[src/rtl/serial_header_decoder.sv]
// serial_header_decoder: watches the serial line for a start bit, then shifts
// in a port address and a payload length (both MSB first). It then enables the
// downstream transmitter until that block reports done. Payload bits are not
// captured here; they pass on serIn directly to the transmitter.
module serial_header_decoder #(
  parameter int unsigned PORT_W = 2,
  parameter int unsigned LEN_W  = 8
) (
  input  logic              clk,
  input  logic              rst,
  input  logic              serIn,
  input  logic              done,
  output logic              en,
  output logic [LEN_W-1:0]  nt,
  output logic [PORT_W-1:0] port,
  output logic              busy
);

  localparam int unsigned MAX_W = (PORT_W > LEN_W) ? PORT_W : LEN_W;
  localparam int unsigned CNT_W = $clog2(MAX_W + 1);

  typedef enum logic [1:0] {
    ST_IDLE = 2'd0,
    ST_ADDR = 2'd1,
    ST_LEN  = 2'd2,
    ST_SEND = 2'd3
  } state_e;

  state_e            state_q;
  logic [CNT_W-1:0]  cnt_q;
  logic [PORT_W-1:0] port_q;
  logic [LEN_W-2:0]  len_q;
  logic [LEN_W-1:0]  nt_q;
  logic              en_q;
  logic              busy_q;

  // Shift values including the bit currently on the line.
  // The length register holds only the leading LEN_W-1 bits.
  // The final bit is merged here at the last length edge.
  logic [PORT_W-1:0] port_d;
  logic [LEN_W-1:0]  len_d;

  assign port_d = PORT_W'({port_q, serIn});
  assign len_d  = {len_q, serIn};

  // Header FSM with bit counter and registered outputs.
  always_ff @(posedge clk or negedge rst) begin
    if (!rst) begin
      state_q <= ST_IDLE;
      cnt_q   <= '0;
      port_q  <= '0;
      len_q   <= '0;
      nt_q    <= '0;
      en_q    <= 1'b0;
      busy_q  <= 1'b0;
    end else begin
      unique case (state_q)
        ST_IDLE: begin
          if (!serIn) begin
            state_q <= ST_ADDR;
            cnt_q   <= '0;
            busy_q  <= 1'b1;
          end
        end
        ST_ADDR: begin
          port_q <= port_d;
          if (cnt_q == CNT_W'(PORT_W - 1)) begin
            state_q <= ST_LEN;
            cnt_q   <= '0;
          end else begin
            cnt_q <= cnt_q + CNT_W'(1);
          end
        end
        ST_LEN: begin
          len_q <= (LEN_W-1)'(len_d);
          if (cnt_q == CNT_W'(LEN_W - 1)) begin
            cnt_q <= '0;
            if (len_d != '0) begin
              nt_q    <= len_d;
              en_q    <= 1'b1;
              state_q <= ST_SEND;
            end else begin
              // Empty packet: nothing to send, resume start-bit search.
              busy_q  <= 1'b0;
              state_q <= ST_IDLE;
            end
          end else begin
            cnt_q <= cnt_q + CNT_W'(1);
          end
        end
        ST_SEND: begin
          if (done) begin
            en_q    <= 1'b0;
            busy_q  <= 1'b0;
            state_q <= ST_IDLE;
          end
        end
        default: state_q <= ST_IDLE;
      endcase
    end
  end

  assign en   = en_q;
  assign nt   = nt_q;
  assign port = port_q;
  assign busy = busy_q;

endmodule

[config.mk]
export PLATFORM = sky130hd
export DESIGN_NAME = serial_header_decoder
export DESIGN_NICKNAME = d
export VERILOG_FILES = /design/src/rtl/serial_header_decoder.sv
export SDC_FILE = /design/constraint.sdc
export NUM_CORES = 1
export LEC_CHECK = 0
export CAP_MARGIN = 25
export CORE_MARGIN = 3
export CORE_UTILIZATION = 45
export DETAILED_ROUTE_END_ITERATION = 10
export PLACE_DENSITY = 0.77
export SYNTH_ARGS = -nofsm -noshare
export SYNTH_HDL_FRONTEND = slang
export SYNTH_SLANG_ARGS = --single-unit
[constraint.sdc]
create_clock -name clk -period 2 [get_ports clk]
set_input_delay 0.4 -clock clk [delete_from_list [all_inputs] [get_ports clk]]
set_output_delay 0.4 -clock clk [all_outputs]
set_load 0.02 [all_outputs]
==> impl_results.md <==
- Status: completed
- CTS tree: done
- Critical path's largest stage delay: 610 ps
- Place WS: -24.8 ps
- Post-layout minimum cycle time: 1730 ps
- Setup WS post-layout: 273 ps
- CTS Sinks: 25
- Port bufs: 15
- Routed WL: 2160 um
- Library cells used by synthesis: 28
- Gr ovfl total: 0
- Detailed Place HPWL: 1670 um
- Non-Filler Instances: 148
- Sequential cell area fraction in the yosys report: 52.4%
- Critical Path Start: en
- Fraction of registers with async set/reset: 100%
- Critical setup path kind: register to primary output
- H-Tree Depth: 1
- Mean Syn Cell Area: 12.7 um^2
- Multi-input gate area: 536 um^2
- Area growth syn-to-layout: 21.4%
- Yosys reg bits: 25
- Clock transition at path regs: 140 ps
- Synth warn: 0
- Worst VDD drop: 0.965 mV
- Core area: 2500 um^2
- Cells along the critical path: clkdlybuf4s50_1
- Commonest non-fill, non-tap cell in the layout: dfrtp_1
- Hold Violations, Final: 0
- Mapped Area: 1190 um^2
- DR WL/cell: roughly 15 um
- CP delay by family, top: buffers and inverters
- Arr. time, crit path: 1330 ps
- Final Wtd Congestion: 0.815
- Share of cells above drive strength 1: 28.0%
- Drt drc: 0
- Pwr Total: 1.97 mW
- Req. time, crit path: about 1600 ps
- Die Span Y: about 58 um
- Max Buffers Root-to-Sink: 2
- Max-cap violations: 0
- Root buffer cell: clkbuf_4
- Synth Flop Type: dfrtp_1
- Fin crit share: 86.3%
- First-pass GRT wire length: 4080 um
- Fmax: 0.579 GHz
- Crit path depth: 1
- Top fanout value on the critical path: 3
- Via-to-Cell Ratio: 5.49
- Mapped Cells: 94
- Post-CTS sizing: 0
- Fill cell count: 215
- Post-CTS Setup Bufs: 0
- Die W: 57.5 um
- Drt pass-1 iters: 4
- Syn Nets: 105
- I/O pin count: 16
- Routed Antenna Nets: 0
- Commonest non-fill, non-tap cells in the layout: 25 x dfrtp_1, 17 x mux2_2, 15 x clkdlybuf4s50_1
- Placed insts: 144
- Worst setup SP type: register
- ANT cells: 0
- Total die area: 3310 um^2
- Final nets: 130
- Register-to-Register Path Depth: 5
- Starting Density: 47.8%
- Global Route Usage Sum: 16.0%
- Iteration-0 DRC Markers: 11
- Antenna violations before repair: 0
- Slew margin rel.: a little over two thirds
- Vias: 813
- Final Max Slew Viols: 0
- Slew at the pin with the worst max-slew slack: 444 ps
- Layout Skew: roughly 2.3 ps
- Setup violators final: 0
- Leakage power: 0.666 nW
- Worst hold-check path type: primary input to asynchronous set/reset pin
- RSZ-0062 raised after global routing: false
- Sequential standard cell area: about 630 um^2
- Num CTS Buffers: 3
- RR Startpoint: state_q[1]
- Post-synth EDFFs: 0
- Crit-path slowest cell: clkdlybuf4s50_1
- Pwr Density: 1360 nW/um^2
- Vias in the first global route: 890
- Crit path buf inv count: 1
- Clk_lat worst skew: 320 ps
- Setup crit end kind: primary output
- Row cnt: 18
- Largest net degree at the start of global routing: 26
- TNS Setup: 0 ps
- Final Hold Slack: ~420 ps
- CTS Hold Bufs: 0
## metrics by stage
step,utilization (%),cell area [um^2]
2_1_floorplan,-,1190
3_3_place_gp,56.8,1420
3_5_place_dp,56.8,1420
4_1_cts,58.0,1450
5_1_grt,58.0,1450
6_report,58.0,1450
## area by class of cell
class	count	area share, %
Sequential cell	25	43.1
Multi-Input combinational cell	61	36.9
Timing Repair Buffer	21	13.5
Tap cell	30	2.59
Inverter	7	1.81
Clock buffer	3	1.55
Clock inverter	1	0.518
## synthesized netlist by cell type, drive strengths merged, types with 2 or more instances
| cell | number | area (um^2) |
|---|---|---|
| o21ai | 6 | 30.0 |
| mux2i | 2 | 20.0 |
| dfrtp | 25 | 626 |
| inv | 7 | 26.3 |
| nand2 | 8 | 37.5 |
| a21oi | 2 | 13.8 |
| mux2 | 17 | 191 |
| o22ai | 2 | 12.5 |
| ha | 7 | 87.6 |
| nor4 | 2 | 12.5 |
## where the power goes
| group | total [mW] | switching, mW | internal, mW | leakage, nW |
|---|---|---|---|---|
| clock network | 0.227 | 0.151 | 0.0764 | 0.0139 |
| registers | 0.808 | 0.141 | 0.667 | 0.322 |
| logic | 0.935 | 0.475 | 0.460 | 0.330 |
## layer usage
metal	global-route usage, %	part of all wire [%]
met1	20.1	44
met5	0	0
met2	25.5	50
met3	3.62	3.3
met4	8.61	3.1
## cells by family after synthesis
family                   count (synthesis)  share of synthesized area, %
flip-flops                              25                          52.4
AO/OA/AOI/OAI                           18                          10.9
adder cells (fa/ha/maj)                  7                          7.33
AND/OR/NAND/NOR                         17                          8.90
multiplexers                            19                          17.7
buffers and inverters                    8                          2.83
## path summary, 6_finish.rpt
kind	endpoint	slack (ps)
worst max-delay path	en	270
worst min-delay path	cnt_q[2]	420
worst max register to register	cnt_q[2]	290
worst min register to register	nt[2]	520
max in group asynchronous	cnt_q[3]	1340
min in group clk	nt[2]	520
## flip-flops by register name, indices dropped and copies added (netlist names)
register,count
nt,8
busy,1
port,2
len_q,7
cnt_q,4
en,1
state_q,2
(Power assumes the default switching activity.)
